==> src/rtl/dbuf_pkg.sv <==
// Shared types and constants for the double-buffered frame controller.
package dbuf_pkg;

  localparam int FRAME_PIX_DEF = 10000;

  localparam int R_LSB = 0;
  localparam int B_LSB = 8;
  localparam int G_LSB = 16;
  localparam int PIX_W = 24;

  typedef enum logic {
    FILL      = 1'b0,
    SWAP_WAIT = 1'b1
  } wstate_t;

  typedef struct packed {
    logic [7:0] g;
    logic [7:0] b;
    logic [7:0] r;
  } pix_t;

  function automatic pix_t pix_join(input logic [7:0] r, input logic [7:0] g,
                                    input logic [7:0] b);
    logic [PIX_W-1:0] w;
    w = '0;
    w[R_LSB +: 8] = r;
    w[B_LSB +: 8] = b;
    w[G_LSB +: 8] = g;
    return pix_t'(w);
  endfunction

endpackage

==> src/rtl/dbuf_addr_ctr.sv <==
// Wrapping address counter: addr is 0 when clr, else the held count; tc flags DEPTH-1.
// Latency: addr/tc combinational from clr; count updates on the clock edge.
// Backpressure: none, advances only when inc is asserted.
module dbuf_addr_ctr #(
  parameter int ADDR_W = 20,
  parameter int DEPTH  = 10000
) (
  input  logic              clk,
  input  logic              reset,
  input  logic              clr,
  input  logic              inc,
  output logic [ADDR_W-1:0] addr,
  output logic              tc
);

  localparam logic [ADDR_W-1:0] LAST = ADDR_W'(DEPTH - 1);

  logic [ADDR_W-1:0] cnt_q;

  always_comb begin
    addr = clr ? '0 : cnt_q;
    tc   = (addr == LAST);
  end

  always_ff @(posedge clk) begin
    if (reset) begin
      cnt_q <= '0;
    end else if (inc) begin
      cnt_q <= tc ? '0 : addr + ADDR_W'(1);
    end else begin
      cnt_q <= addr;
    end
  end

endmodule

==> src/rtl/dbuf_frame_ctrl.sv <==
// Ping-pong frame buffer controller; optional stats counters under DBUF_STATS_EN.
// Latency: buffer strobes same cycle as wr_valid/pix_req; pixel out 1 cycle after pix_req.
// Backpressure: wr_ready low while a complete back frame waits for rd_start.
module dbuf_frame_ctrl
  import dbuf_pkg::*;
#(
  parameter int FRAME_PIX = FRAME_PIX_DEF,
  parameter int ADDR_W    = 20,
  parameter int DATA_W    = 32
) (
  input  logic              clk,
  input  logic              reset,
  input  logic              wr_valid,
  input  logic [DATA_W-1:0] wr_data,
  output logic              wr_ready,
  input  logic              rd_start,
  input  logic              pix_req,
  output logic              pix_valid,
  output logic [7:0]        pix_r,
  output logic [7:0]        pix_g,
  output logic [7:0]        pix_b,
  output logic              front_sel,
  output logic              swap_pending,
  output logic              b0_re,
  output logic              b0_we,
  output logic [ADDR_W-1:0] b0_addr,
  output logic [DATA_W-1:0] b0_wdata,
  input  logic [7:0]        b0_r,
  input  logic [7:0]        b0_g,
  input  logic [7:0]        b0_b,
  output logic              b1_re,
  output logic              b1_we,
  output logic [ADDR_W-1:0] b1_addr,
  output logic [DATA_W-1:0] b1_wdata,
  input  logic [7:0]        b1_r,
  input  logic [7:0]        b1_g,
  input  logic [7:0]        b1_b
`ifdef DBUF_STATS_EN
  ,
  output logic [15:0]       repeat_cnt,
  output logic [15:0]       drop_cnt
`endif
);

  wstate_t           state_q, state_d;
  logic              front_q, sel_q, pv_q;
  logic              accept, swap, front_eff, rd_act;
  logic              wr_tc;
  logic [ADDR_W-1:0] wr_addr, rd_addr;
  logic [1:0]        buf_we, buf_re;
  logic [ADDR_W-1:0] addr_d [2];
  logic [ADDR_W-1:0] addr_q [2];
  logic [DATA_W-1:0] wdata_d [2];
  logic [DATA_W-1:0] wdata_q [2];
  pix_t              rd_pix;

  // Swap decision looks only at registered state, so a frame completing
  // in the rd_start cycle waits for the next start-of-frame.
  always_comb begin
    state_d      = state_q;
    wr_ready     = 1'b0;
    swap_pending = 1'b0;
    swap         = 1'b0;
    accept       = 1'b0;
    if (!reset) begin
      unique case (state_q)
        FILL: begin
          wr_ready = 1'b1;
          accept   = wr_valid;
          if (accept && wr_tc) state_d = SWAP_WAIT;
        end
        SWAP_WAIT: begin
          swap_pending = 1'b1;
          if (rd_start) begin
            swap    = 1'b1;
            state_d = FILL;
          end
        end
        default: state_d = FILL;
      endcase
    end
  end

  always_ff @(posedge clk) begin
    if (reset) begin
      state_q <= FILL;
      front_q <= 1'b0;
      sel_q   <= 1'b0;
      pv_q    <= 1'b0;
    end else begin
      state_q <= state_d;
      front_q <= front_eff;
      sel_q   <= front_eff;
      pv_q    <= rd_act;
    end
  end

  assign front_eff = front_q ^ swap;
  assign front_sel = front_eff & ~reset;
  assign rd_act    = pix_req & ~reset;

  dbuf_addr_ctr #(.ADDR_W(ADDR_W), .DEPTH(FRAME_PIX)) u_wr_ctr (
    .clk   (clk),
    .reset (reset),
    .clr   (1'b0),
    .inc   (accept),
    .addr  (wr_addr),
    .tc    (wr_tc)
  );

  dbuf_addr_ctr #(.ADDR_W(ADDR_W), .DEPTH(FRAME_PIX)) u_rd_ctr (
    .clk   (clk),
    .reset (reset),
    .clr   (rd_start),
    .inc   (rd_act),
    .addr  (rd_addr),
    .tc    ()
  );

  // Back buffer is written, front buffer read; an idle buffer keeps its last address.
  always_comb begin
    for (int i = 0; i < 2; i++) begin
      buf_we[i]  = accept && (front_q != 1'(i));
      buf_re[i]  = rd_act && (front_eff == 1'(i));
      addr_d[i]  = addr_q[i];
      wdata_d[i] = wdata_q[i];
      if (reset) begin
        addr_d[i]  = '0;
        wdata_d[i] = '0;
      end else if (buf_we[i]) begin
        addr_d[i]  = wr_addr;
        wdata_d[i] = wr_data;
      end else if (buf_re[i]) begin
        addr_d[i]  = rd_addr;
      end
    end
  end

  always_ff @(posedge clk) begin
    for (int i = 0; i < 2; i++) begin
      if (reset) begin
        addr_q[i]  <= '0;
        wdata_q[i] <= '0;
      end else begin
        addr_q[i]  <= addr_d[i];
        wdata_q[i] <= wdata_d[i];
      end
    end
  end

  assign b0_we    = buf_we[0];
  assign b0_re    = buf_re[0];
  assign b0_addr  = addr_d[0];
  assign b0_wdata = wdata_d[0];
  assign b1_we    = buf_we[1];
  assign b1_re    = buf_re[1];
  assign b1_addr  = addr_d[1];
  assign b1_wdata = wdata_d[1];

  assign pix_valid = pv_q & ~reset;

  always_comb begin
    rd_pix = sel_q ? pix_join(b1_r, b1_g, b1_b) : pix_join(b0_r, b0_g, b0_b);
    if (!pix_valid) rd_pix = '0;
  end

  assign pix_r = rd_pix.r;
  assign pix_g = rd_pix.g;
  assign pix_b = rd_pix.b;

`ifdef DBUF_STATS_EN
  always_ff @(posedge clk) begin
    if (reset) begin
      repeat_cnt <= '0;
      drop_cnt   <= '0;
    end else begin
      if (rd_start && !swap && repeat_cnt != 16'hFFFF)
        repeat_cnt <= repeat_cnt + 16'd1;
      if (wr_valid && state_q == SWAP_WAIT && drop_cnt != 16'hFFFF)
        drop_cnt <= drop_cnt + 16'd1;
    end
  end
`endif

endmodule
==> config.mk <==
export PLATFORM = sky130hd
export DESIGN_NAME = dbuf_frame_ctrl
export DESIGN_NICKNAME = d
export VERILOG_FILES = /design/src/rtl/dbuf_pkg.sv /design/src/rtl/dbuf_addr_ctr.sv /design/src/rtl/dbuf_frame_ctrl.sv
export SDC_FILE = /design/constraint.sdc
export NUM_CORES = 1
export LEC_CHECK = 0
export CAP_MARGIN = 20
export CORE_ASPECT_RATIO = 0.8
export CORE_MARGIN = 4
export CORE_UTILIZATION = 38
export DETAILED_ROUTE_END_ITERATION = 8
export PLACE_DENSITY = 0.7
export SYNTH_ARGS = -nofsm -noshare
export SYNTH_HDL_FRONTEND = slang
export SYNTH_SLANG_ARGS = --single-unit
==> constraint.sdc <==
create_clock -name clk -period 2 [get_ports clk]
set_input_delay 0.2 -clock clk [delete_from_list [all_inputs] [get_ports clk]]
set_output_delay 0.2 -clock clk [all_outputs]
set_load 0.02 [all_outputs]
Word-level counts from Yosys, hierarchy flattened --
Memory sizes are Yosys's and may differ from the RTL's. Index checks and enable logic that the tools add are counted. Widths: inputs -> output; s select.
Word-level totals: RAM bits 104, input port bits 85, register bits after elaboration 43, memories 2, logic and storage cells 63
Cells by class: reduce and logical (&&, ||, !) cells 5, multiplexer cells 35, equality and inequality tests 2, bitwise gates (word level) 12, $add $sub $neg 2
Memories:
- wdata_q | words 2, width 32, read ports 2, clocked after memory_dff 0, wr ports 2, RTL line dbuf_frame_ctrl.sv:54 | logic [DATA_W-1:0] wdata_q [2];
- addr_q | words 2, width 20, read ports 2, clocked after memory_dff 0, wr ports 2, RTL line dbuf_frame_ctrl.sv:52 | logic [ADDR_W-1:0] addr_q [2];
Operators with widths (count):
- $mux 20 | 12
- $mux 32 | 6
- $mux 24 | 2
- $add 20x1->20 const B | 2
- $eq 20x14->1 const B | 2
- $mux 1 | 14
- $logic_and 1x1->1 | 5
- $not 1->1 | 4
- $or 1x1->1 | 4
- $and 1x1->1 | 3
- $pmux 1 s2 | 1
- $xor 1x1->1 | 1

Logic depth before layout (Yosys ltp) --
Gate-level depths: netlist (run 1).
depth in word-level cells 10, mapped depth 10, gate-level depth less buffers 7

Modules after synthesis --
A second synthesis (run 1) with hierarchy kept.
Unflattened totals: cell total of the unflattened synthesis 1049, area total of the unflattened synthesis 8240.4 um^2
By module, submodules not included:
- dbuf_frame_ctrl | times used 1, cells an instance 735, area an instance 5667.9 um^2
- dbuf_addr_ctr | times used 2, cells an instance 157, area an instance 1286.2 um^2

Worst setup path before layout (run 1) --
No wires, ideal clock.
path kind input -> output, start input port reset, end output port b0_addr[0], buffers on the path 3, stages 7, data required time 1800 ps, setup slack -119 ps, arrival time 1919 ps, cells stage by stage buf_2 > nor2_1 > and2_1 > nand2_1 > buf_2 > clkbuf_1 > a211oi_1
On the way: word-level cells in the longest chain between the ends 7
Ends and longest elaborated chain:
- start: declaration | RTL line dbuf_frame_ctrl.sv:12 | input logic reset,
- $mux 1 | RTL line dbuf_frame_ctrl.sv:65 | if (!reset) begin
- $xor 1x1->1 | RTL line dbuf_frame_ctrl.sv:98 | assign front_eff = front_q ^ swap;
- $not 1->1 | RTL line dbuf_frame_ctrl.sv:124 | buf_re[i] = rd_act && (front_eff == 1'(i));
- $logic_and 1x1->1 | RTL line dbuf_frame_ctrl.sv:124
- $mux 20 | RTL line dbuf_frame_ctrl.sv:133 | end else if (buf_re[i]) begin
- $mux 20 | RTL line dbuf_frame_ctrl.sv:130 | end else if (buf_we[i]) begin
- $mux 20 * | RTL line dbuf_frame_ctrl.sv:127 | if (reset) begin
- end: declaration | RTL line dbuf_frame_ctrl.sv:26 | output logic [ADDR_W-1:0] b0_addr,
Mark *: on every way between the ends. The rest lies on a longest branch, timed or not.

Worst setup path in the final report (run 1) --
start register state_q, end output port b1_wdata[26]
On the way: word-level cells in the longest chain between the ends 5
Ends and longest elaborated chain:
- start: declaration | RTL line dbuf_frame_ctrl.sv:45 | wstate_t state_q, state_d;
- start signal: assignment | RTL line dbuf_frame_ctrl.sv:91 | state_q <= state_d;
- $mux 1 | RTL line dbuf_frame_ctrl.sv:66 | unique case (state_q)
- $mux 1 | RTL line dbuf_frame_ctrl.sv:65
- $logic_and 1x1->1 | RTL line dbuf_frame_ctrl.sv:123 | buf_we[i] = accept && (front_q != 1'(i));
- $mux 32 | RTL line dbuf_frame_ctrl.sv:130
- $mux 32 | RTL line dbuf_frame_ctrl.sv:127
- end: declaration | RTL line dbuf_frame_ctrl.sv:34 | output logic [DATA_W-1:0] b1_wdata,
No other way between the ends.

==> results of run 1 <==
-- cells in the final DEF, fill, tap and decap left out, types with 5 or more instances in the layout --
master           synthesis  routed
nor2b_1                 23      21
a211oi_1                79      51
buf_4                    4     199
inv_6                    0       6
clkbuf_16                0      20
a211oi_2                 0      23
a21oi_1                135      71
nor3_1                  10       8
a21oi_2                  0      63
mux2i_2                  0      10
clkdlybuf4s15_2          0       7
buf_12                   0      17
nand2_4                  0      11
nor2_2                   3      16
clkbuf_2                 0      15
nand3b_1                 5       5
clkdlybuf4s50_1          0      83
buf_6                    6      66
nor2_4                   0       9
nand2_1                152      87
nor2_1                 103      81
nand3_1                 14      14
nand4_1                 11      11
xnor2_1                 14      13
nand2_2                  0      53
nand2b_1                 8       8
buf_2                   18      15
a211oi_4                 0       5
mux2i_1                 62      50
xor2_1                  20      20
dfxtp_1                147     144
-- worst max path at each step --
stage	start	cells past startpoint	endpoint	slack (ps)
after floorplan	reset	7	b0_addr[0]	-120
after global placement	rd_start	8	b1_addr[19]	-890
after detailed placement	rd_start	8	b1_addr[19]	-920
after CTS	state_q	7	b1_addr[19]	-440
after global routing	state_q	8	b1_wdata[26]	-490
final	state_q	8	b1_wdata[26]	-440
-- layout make-up --
class,instances,share of cell area
multi-input combinational,683,0.381
timing repair buffer,419,0.310
sequential,147,0.232
clock buffer,17,0.0334
tap,258,0.0253
clock inverter,15,0.0151
inverter,7,0.00343
-- sequential cells by signal, summed over array words and instances, names as in the netlist --
signal / count
u_rd_ctr.cnt_q: 20
wdata_q: 64
state_q: 1
addr_q: 40
sel_q: 1
u_wr_ctr.cnt_q: 20
pv_q: 1
-- what timing repair did --
item                                   in CTS  in global routing
cloned                                      6                  4
buffers inserted                           19                 17
resized for setup                         693                227
endpoints found under the hold margin       0                  0
pin swaps                                   9                 62
setup endpoints to repair                 152                138
-- kinds of logic (layout without fill, tap and decap cells) --
logic type | after synthesis | after routing | synth area share
AND/OR/NAND/NOR | 359 | 360 | 0.228
AO/OA/AOI/OAI | 225 | 225 | 0.184
flip-flops | 147 | 147 | 0.404
buffers and inverters | 82 | 458 | 0.0544
multiplexers | 62 | 62 | 0.0851
XOR/XNOR | 34 | 34 | 0.0408
adder cells (fa/ha/maj) | 2 | 2 | 0.00343
-- worst max-delay path, stage by stage, from the launching register on --
cell      delay [ps]
dfxtp_4          370
or3b_4           380
or2_4            320
clkinv_4          90
buf_12           130
buf_12           140
nand2_1           90
a21oi_2          160
buf_6            140
-- routing by layer --
metal	global-route usage	vias up
met5	0	-
met4	0.0596	0
met3	0.0672	31
met2	0.362	254
met1	0.309	3868
li1	-	3914
-- power breakdown --
group / switching (mW) / internal [mW] / leakage (nW)
clock: 1.40 / 2.00 / 0.290
sequential: 0.0264 / 2.98 / 1.19
combinational: 0.550 / 0.525 / 3.64
==> results.md, run 1 <==
* Post-synth top area cell: dfxtp_1
* Cell area after synthesis at 0.00729 sq mm
* DRT antenna net count at 0
* Die Y at approximately 130 um
* Most frequent cell after synthesis: nand2_1
* Clock-pin slew on the worst setup and hold paths at roughly 60 ps
* Min Tclk post-route at roughly 2400 ps
* Avg WL per Cell at 17.4 um
* Clk_skew at 10.9 ps
* Final RePlAce weighted congestion at 0.791
* Total gr overflow at 0
* Fin. Hold Viols at 0
* Placed inst area at 0.0110 sq mm
* Multi-input gate area at 0.00486 sq mm
* Pre-CTS setup slack at -919 ps
* YS warnings at 0
* Vias at 8,067
* Design area at between 0.01 and 0.015 sq mm
* Crit end category: output port
* FILL cells at 1,542
* Initial Util at 0.385
* Layout Utilization at 0.674
* Hold wc startpoint: reset
* Worst r2r src: state_q
* Die Width at about 160 um
* Area growth from synthesis to layout at 74.8%
* Synth Net Count at 998
* Hold Path Sink: sel_q
* RSZ-0062 raised after global routing: yes
* First-pass GRT wire length at 40.2 mm
* Largest net degree at the start of global routing at 58
* Startpoint types: flip-flop
* Critical Path RT at approximately 1800 ps
* N_diodes at 0
* Input/output buffers at 220
* Setup violators final at 108
* Largest cells by area after synthesis: dfxtp_1, a21oi_1, mux2i_1
* Setup TNS at -29,210 ps
* Final nets at 1,362
* Initial antenna violation count at 0
* Worst path arrival time at about 2200 ps
* Final HPWL DP at 17.4 mm
* Hold slack at 188 ps
* WS Path Type: flip-flop to output port
* Met1 WL at 11.8 mm
* Leak at just over 5 nW
* Vias in the first global route at 7,672
* TritonCTS clock tree: built
* Status: complete, but fails checks
* Iter 0 DRT Violations at 498
* Die ar. at 0.0215 sq mm
* Number of remaining DRC errors at 0
* Met3 Routed Length at 1.98 mm
* EDFF count, synth at 0
* Reg2reg path depth at 7
* TritonRoute pass-1 iters at 5
* Num CTS Buffers at 17
* Register area share after synthesis at 0.404
* FF+latch count, synth at 147
* Synth Flop Type: dfxtp_1
* Hold buffers post-CTS at 0
* CTS Buffer Depth at 2
* Routed wl met2 at 12.8 mm
* Power Density at 587 mW/mm^2
* Final wirelength at ~27 mm
* Share of layout cells above drive strength 1 at 0.454
* Max layer used: met4
* CORE AREA at 0.0189 sq mm
* Cell count after synthesis at ~910
* PnR worst setup slack at -440 ps
* Synth async-reset ratio at 0
* Pwr Total at 7.48 mW
* Period utilisation layout at 1.22
* Rel. slew slack at 0.487
* Placed Instances at 1,472
* Register area at 0.00295 sq mm
* Cell row count at 45
* Root buffer cell: clkbuf_16
* Hold path depth at 3
* Final Non-Filler Cells at approximately 1,500
* Pins Over Slew Limit at 0
* Failing checks: negative setup slack
* Maximum VDD drop at 407 uV
* Clock sinks at roughly 150
* Clk Latency, worst-skew pair at 430 ps
* Mean Syn Cell Area at 8.00 sq um
* R2R Path End: u_wr_ctr.cnt_q[18]
* Crit path max fanout at 7
* Min-delay worst type: input port to flip-flop
* Synth top area share at 0.404
* Worst-margin pin slew at 769 ps
* Total track usage at 0.230
* Worst reg2reg setup slack at -10 ps
* Max_cap viols at 0
* Fmax at 410 MHz
* Avg Vias per Cell at 5.22
* Synth top cells by count: nand2_1, dfxtp_1, a21oi_1, nor2_1, a211oi_1
* Library cells used by synthesis at 50
* # IOs at 221
* Max H-tree Level at 4
(Power assumes the default switching activity.)
==> inputs of run 2 (changes only) <==
Settings changed: RECOVER_POWER from default to 50.
==> run 2 against run 1 <==
Effect of this change: the run still ends with negative setup slack left; wire length about the same; core utilization about the same; largest power group unchanged; maximum frequency about the same; final area about the same.
==> results.md, run 2 (synthesis gave the netlist of run 1 again) <==
* Worst reg2reg setup slack at -10 ps
* Maximum VDD drop at 407 uV
* Number of remaining DRC errors at 0
* Fin. Hold Viols at 0
* TritonRoute pass-1 iters at 5
* CORE AREA at 0.0189 sq mm
* Initial Util at 0.385
* Die ar. at between 0.02 and 0.025 sq mm
* Clk Latency, worst-skew pair at around 430 ps
* CTS Buffer Depth at 2
* Final RePlAce weighted congestion at 0.791
* Largest regs: wdata_q: 64 flops, addr_q: 40 flops
* Max H-tree Level at 4
* N_diodes at 0
* Cell row count at 45
* Pre-CTS setup slack at -919 ps
* Pins Over Slew Limit at 0
* Iter 0 DRT Violations at 494
* Min-delay worst type: input port to flip-flop
* Worst Path Buf+Inv at 4
* Critical path's largest stage delay at around 380 ps
* Seq pwr share at 0.402
* Hold buffers post-CTS at 0
* Commonest non-fill, non-tap cell in the layout: buf_4
* Die Width at 163 um
* Worst path arrival time at 2240 ps
* Fmax at 410 MHz
* Worst r2r src: state_q
* Root buffer cell: clkbuf_16
* Period utilisation layout at 1.22
* FILL cells at 1,543
* Power Density at 587 mW/mm^2
* Top reg by flops: wdata_q
* Layout Utilization at 0.674
* Share of layout cells above drive strength 1 at 0.453
* Avg WL per Cell at 17.4 um
* Slowest CP cell: or3b_4
* Switch share at 0.264
* Design area at 0.0127 sq mm
* Total gr overflow at 0
* Pint at 5.50 mW
* Placed inst area at 0.0110 sq mm
* Num CTS Buffers at 17
* Worst-margin pin slew at 767 ps
* Crit path max fanout at 7
* WS Path Type: flip-flop to output port
* Net Sw Power at 1.97 mW
* Clk_skew at 11.7 ps
* Final wirelength at ~27 mm
* Crit-path leading delay family: simple AND/OR/NAND/NOR gates
* Crit end category: output port
* Min Tclk post-route at about 2400 ps
* Initial antenna violation count at 0
* DRT antenna net count at 0
* CP Depth at 8
* Final nets at 1,362
* Comb pwr share at 0.144
* Most frequent cells in the layout: buf_4, dfxtp_1, nand2_1
* Vias at 8,107
* TritonCTS clock tree: built
* First-pass GRT wire length at 40.2 mm
* Leak at 5.12 nW
* # IOs at around 220
* RSZ-0062 raised after global routing: yes
* Final HPWL DP at 17.4 mm
* Max_cap viols at 0
* Rel. slew slack at 0.488
* Max FFs per register at 64
* Die Y at ~130 um
* Failing checks: negative setup slack
* Reg2reg path depth at 7
* Crit path capture: b1_wdata[26]
* Input/output buffers at 220
* Startpoint types: flip-flop
* Clock network fraction of total power at 0.454
* Total track usage at 0.230
* Vias in the first global route at 7,672
* Critical Path RT at 1800 ps
* Clock-pin slew on the worst setup and hold paths at ~60 ps
* Avg Vias per Cell at 5.24
* CP Cell Sequence: or3b_4, or2_4, clkinv_4, buf_12, buf_12, nand2_1, a21oi_2, buf_6
* Largest net degree at the start of global routing at 58
* PnR worst setup slack at -438 ps
* Area growth from synthesis to layout at 74.8%
* Clock sinks at 147
* R2R Path End: u_wr_ctr.cnt_q[18]
* Setup violators final at approximately 110
* CP most frequent cell: buf_12
* Status: complete, but fails checks
* Crit path from: state_q
-- run 2: what timing repair did --
action / CTS / global route
gates resized for setup: 693 / 227
setup buffers: 19 / 17
cloned: 6 / 4
endpoints found under the setup margin: 152 / 138
pin swaps: 9 / 62
-- run 2: area by class of cell --
type | instances | area [sq um] | share of cell area
clock buffer | 17 | 425 | 0.0334
clock inverter | 15 | 193 | 0.0151
inverter | 7 | 43.8 | 0.00344
multi-input combinational | 683 | 4860 | 0.381
sequential | 147 | 2950 | 0.231
tap | 258 | 323 | 0.0253
timing repair buffer | 419 | 3950 | 0.310
-- run 2: through the flow --
step                      power, mW  hold slack [ps]  cells  setup TNS (ps)
after floorplan                3.50              359    911           -4400
after global placement         3.97              452   1472          -77900
after detailed placement       3.98              459   1472          -79860
after CTS                      7.38              154   1529          -26470
after global routing           7.70              178   1546          -36450
final                          7.48              188   1546          -29020
-- run 2: worst min path at each step --
| stage | startpoint | to | slack [ps] | depth (start not counted) |
|---|---|---|---|---|
| global placement | wdata_q[1][0] | wdata_q[1][0] | 450 | 2 |
| detailed placement | wdata_q[0][1] | wdata_q[0][1] | 460 | 2 |
| floorplan | wr_data[0] | wdata_q[0][0] | 360 | 2 |
| CTS | reset | sel_q | 150 | 3 |
| global route | reset | sel_q | 180 | 3 |
| finish | reset | sel_q | 190 | 3 |
-- run 2: power groups by stage --
stage	combinational, mW	sequential (mW)	clock [mW]
final	1.07	3.01	3.39
after global routing	1.14	3.01	3.54
after CTS	0.953	3.01	3.42
after detailed placement	0.909	3.07	0
after global placement	0.904	3.07	0
after floorplan	0.434	3.07	0
-- run 2: worst reg2reg max path, stage by stage (launching register included) --
cell	delay, ps
dfxtp_4	370
or3b_4	380
buf_4	140
buf_4	170
nor4_4	410
nand4_1	190
xor2_1	190
nor2_1	60
-- run 2: layer usage --
| layer | routed length (um) | vias up | GRT usage |
|---|---|---|---|
| met2 | 12800 | 266 | 0.362 |
| met1 | 11800 | 3891 | 0.309 |
| met3 | 2020 | 32 | 0.0672 |
| met5 | 0 | - | 0 |
| met4 | 401 | 0 | 0.0596 |
| li1 | - | 3918 | - |
==> edit 1: new RTL, flow settings as in run 2 <==
The option `DBUF_STATS_EN` is turned on by a define.
--- a/src/rtl/dbuf_frame_ctrl.sv
+++ b/src/rtl/dbuf_frame_ctrl.sv
@@ -1,6 +1,8 @@
 // Ping-pong frame buffer controller; optional stats counters under DBUF_STATS_EN.
 // Latency: buffer strobes same cycle as wr_valid/pix_req; pixel out 1 cycle after pix_req.
 // Backpressure: wr_ready low while a complete back frame waits for rd_start.
+`define DBUF_STATS_EN
+
 module dbuf_frame_ctrl
   import dbuf_pkg::*;
 #(
Formal check against the unedited RTL (old outputs only; new: drop_cnt and repeat_cnt): equivalent (equiv_simple and equiv_induct, registers matched by name and starting in step).
==> edit 1 against run 2 <==
- the flow still finishes with violations (setup timing)
- synthesized area rose by 20%
- maximum frequency increased by 0.66%
- total power is 13% higher
- worst setup slack improved by 0.016 ns
- clock power increased by 2%
- routed wire length up 36%
- cell area grew 28%
- register-to-register slack improved by 0.05 ns
- sequential cell count is 32 higher
- highest routed layer is now met5
==> edit 1: results <==
set metrics [dict create \
    drive_above_1_share 0.427 \
    startpoint "sel_q$_SDFF_PP0_" \
    hold_slack_ns 0.263 \
    dp_cells 1773 \
    synth_common_cells "nand2_1, dfxtp_1, a21oi_1" \
    gp_congestion 0.903 \
    tightest_slew_ns 0.957 \
    pre_cts_ws_ns -0.730 \
    grt_pass1_wl_um 50500 \
    syn-instance-count 1117 \
    grt_use_total 0.248 \
    reg2reg_slack_ns 0.04 \
    vias 10300 \
    fin_ws_ns -0.422 \
    synth.distinct_cells 51 \
    irDropWorstVdd_mv 0.609 \
    antenna_found_initial 1 \
    whs_path_depth 4 \
    dpl_cell_area_sq_um 12900 \
    reg2regPathDepth 9 \
    vias_per_cell 5.45 \
    seq_area_frac_synth 0.411 \
    setup_viol 138 \
    yosys_most_used_dff "dfxtp_1" \
    critPathCapture "b0_addr[13]" \
    p_int_mw 6.15 \
    violations "setup timing" \
    h-tree-depth 4 \
    synth.area.top_cells "dfxtp_1, a21oi_1, nand2_1" \
    r2r_end "addr_q[1][12]$_SDFF_PP0_" \
    synth_nets 1206 \
    drt-initial-drc-count 638 \
    finalSetupTns_ns -37.01 \
    drt-total-wl_um 36800 \
    min_to "addr_q[1][7]$_SDFF_PP0_" \
    place_hpwl_um 22500 \
    grt_pass1_vias 9750 \
    p_leak_nw 6.42 \
    hold_path.class "input pin to flip-flop" \
    cp.arrival_ns 2.22 \
    status "finished, violations left" \
    nNetsFinal 1669 \
    io_buffers 252 \
]
[edit 1: changes by cell type after synthesis, sizes merged, moves of 13 or more]
cell | run 2 | this run
a211oi | 79 | 57
a311oi | 0 | 17
a21oi | 135 | 151
mux2i | 62 | 36
nor2 | 106 | 143
nor3 | 12 | 29
xnor2 | 14 | 47
nand3 | 15 | 31
dfxtp | 147 | 179
nor4 | 8 | 21
nand2 | 152 | 190
[edit 1: power by group through the flow]
stage,combinational [mW],sequential [mW],clock [mW]
detailed placement,0.935,3.74,0
finish,1.29,3.67,3.47
floorplan,0.418,3.73,0
global placement,0.923,3.73,0
CTS,1.06,3.66,3.47
global route,1.36,3.68,3.66
[edit 1: worst max-delay path: stages (launching register included)]
cell,delay (ns)
dfxtp_4,0.35
buf_4,0.14
buf_6,0.11
nand2_4,0.06
clkinvlp_4,0.21
buf_12,0.21
buf_16,0.14
a221oi_2,0.35
buf_4,0.21
[edit 1: repair_timing]
item / CTS / global route
pin swaps: 44 / 128
buffers inserted: 27 / 59
hold buffers: 0 / 0
cloned: 8 / 7
hold endpoints to repair: 0 / 0
resized for setup: 668 / 376
setup endpoints to repair: 138 / 181
[edit 1: logic make-up after synthesis]
group,synth area share
buf+inv,0.0468
flops,0.411
compound gates,0.168
simple gates,0.264
mux,0.0426
fa+ha+maj,0.00574
xor+xnor,0.0623
[edit 1: cell type report]
cell class	instances	area, sq um
repair buffers	523	5190
fillers	1569	6210
well taps	306	383
clock buffers	19	443
inverters	11	60.1
clock inverters	12	144
multi-input cells	848	6480
flip-flops and latches	179	3590
[edit 1: routing by layer]
metal / vias to the layer above / global-route usage / wire length (um)
met4: 2 / 0.0838 / 1230
met2: 438 / 0.423 / 18100
met3: 88 / 0.0629 / 2590
li1: 4832 / - / -
met1: 4978 / 0.309 / 14800
met5: - / 0 / 13
==> edit 2: new RTL, flow settings as in run 2 <==
Without the edit above. Set the parameter `DATA_W` to 48 (it was 32).
--- a/src/rtl/dbuf_frame_ctrl.sv
+++ b/src/rtl/dbuf_frame_ctrl.sv
@@ -6,7 +6,7 @@
 #(
   parameter int FRAME_PIX = FRAME_PIX_DEF,
   parameter int ADDR_W    = 20,
-  parameter int DATA_W    = 32
+  parameter int DATA_W    = 48
 ) (
   input  logic              clk,
   input  logic              reset,
Ports: changed (resized b0_wdata, b1_wdata and wr_data); port bits go from 221 to 269. The function was not compared with the original's and may differ.
==> edit 2 against run 2 <==
- the run still ends with setup timing left
- sequential share of layout area is 2.0 points lower
- via count is 39% higher
- synthesized cell count rose by 20%
- total power grew 17%
- sequential cell count grew 32
- routed wire length up 68%
- clock power increased by 3%
- cell area is 33% higher
- die area grew 17%
- worst setup slack worse by 0.079 ns
- register-to-register slack lost 0.15 ns
- synthesized area up 18%
- highest routed layer unchanged
==> edit 2: results <==
set metrics [dict create \
    fin_ws_ns -0.517 \
    vias_per_cell 5.90 \
    pre_cts_ws_ns -0.912 \
    seq_area_frac_synth 0.418 \
    p_leak_nw 7.24 \
    status "finished, violations left" \
    nNetsFinal 1699 \
    synth.distinct_cells 51 \
    place_hpwl_um 21600 \
    drt-total-wl_um 45200 \
    largestRegisters "wdata_q: 96 flops, addr_q: 40 flops" \
    grt_pass1_wl_um 53400 \
    path_max_fanout 5 \
    synth_nets 1195 \
    drive_above_1_share 0.487 \
    grt_pass1_vias 9917 \
    setup_viol 162 \
    gp_congestion 0.870 \
    fin_skew_ns 0.0134 \
    fillers 1298 \
    cp.arrival_ns 2.32 \
    violations "setup timing" \
    antenna_found_initial 2 \
    synth_common_cells "nand2_1, a21oi_1, dfxtp_1" \
    drt-initial-drc-count 1154 \
    cpPeakStageDelay_ns 0.36 \
    clk_latency_ns 0.46 \
    grt_use_total 0.266 \
]
edit 2: cells by family (layout without fill, tap and decap cells):
group | Yosys count | in the layout | share of synthesized area
flops | 179 | 179 | 0.418
mux | 63 | 63 | 0.0735
other cells | 0 | 2 | 0
fa+ha+maj | 2 | 2 | 0.00292
compound gates | 323 | 323 | 0.223
xor+xnor | 16 | 16 | 0.0163
simple gates | 410 | 411 | 0.219
buf+inv | 99 | 615 | 0.0473
edit 2: worst paths after layout:
| kind | start | endpoint | slack (ns) | cells past startpoint |
|---|---|---|---|---|
| setup / recovery | sel_q$_SDFF_PP0_ | b0_addr[4] | -0.52 | 8 |
| hold / removal | reset | pv_q$_SDFF_PP0_ | 0.18 | 3 |
| setup reg to reg | state_q$_SDFF_PP0_ | u_wr_ctr.cnt_q[13]$_SDFFE_PP0N_ | -0.16 | 9 |
| hold reg to reg | wdata_q[1][29]$_SDFF_PP0_ | wdata_q[1][29]$_SDFF_PP0_ | 0.48 | 2 |
edit 2: repair_timing:
item | 4_1_cts | 5_1_grt
hold buffers | 0 | 0
endpoints found under the setup margin | 188 | 204
setup buffers | 36 | 71
pin swaps | 58 | 156
gates cloned | 15 | 10
gates resized for setup | 797 | 505
edit 2: area by class of cell:
| class | instances | area share |
|---|---|---|
| Sequential cell | 179 | 0.212 |
| Timing Repair Buffer | 574 | 0.350 |
| Clock buffer | 17 | 0.0251 |
| Inverter | 9 | 0.00266 |
| Clock inverter | 15 | 0.0103 |
| Tap cell | 300 | 0.0222 |
| Antenna cell | 2 | 0.000295 |
| Multi-Input combinational cell | 815 | 0.378 |
edit 2: where the power goes:
group          switching [mW]  internal (mW)
registers              0.0498           3.64
logic                   0.838          0.774
clock network            1.79           1.69
edit 2: critical path, delay by kind of cell, from the launching register on:
kind                   cells  cell delay (ns)
AO/OA/AOI/OAI              1             0.09
buffers and inverters      4             0.60
flip-flops                 1             0.36
multiplexers               1             0.26
AND/OR/NAND/NOR            2             0.56
edit 2: per-stage QoR:
stage / cells / setup TNS (ns) / util / cell area, sq um
final: 1911 / -45.78 / 0.775 / 16900
after global routing: 1911 / -52.41 / 0.775 / 16900
after CTS: 1834 / -40.71 / 0.666 / 14600
after floorplan: 1092 / -4.67 / - / 8740
after detailed placement: 1751 / -114.58 / 0.592 / 12900
after global placement: 1751 / -109.23 / 0.592 / 12900
edit 2: per-layer routing:
metal  share of wire  global-route usage  up-vias
li1                -                   -     4883
met1            0.38               0.352     5438
met3            0.10              0.0691      196
met5               0                   0        -
met4           0.057              0.0898        0
met2            0.46               0.425      765
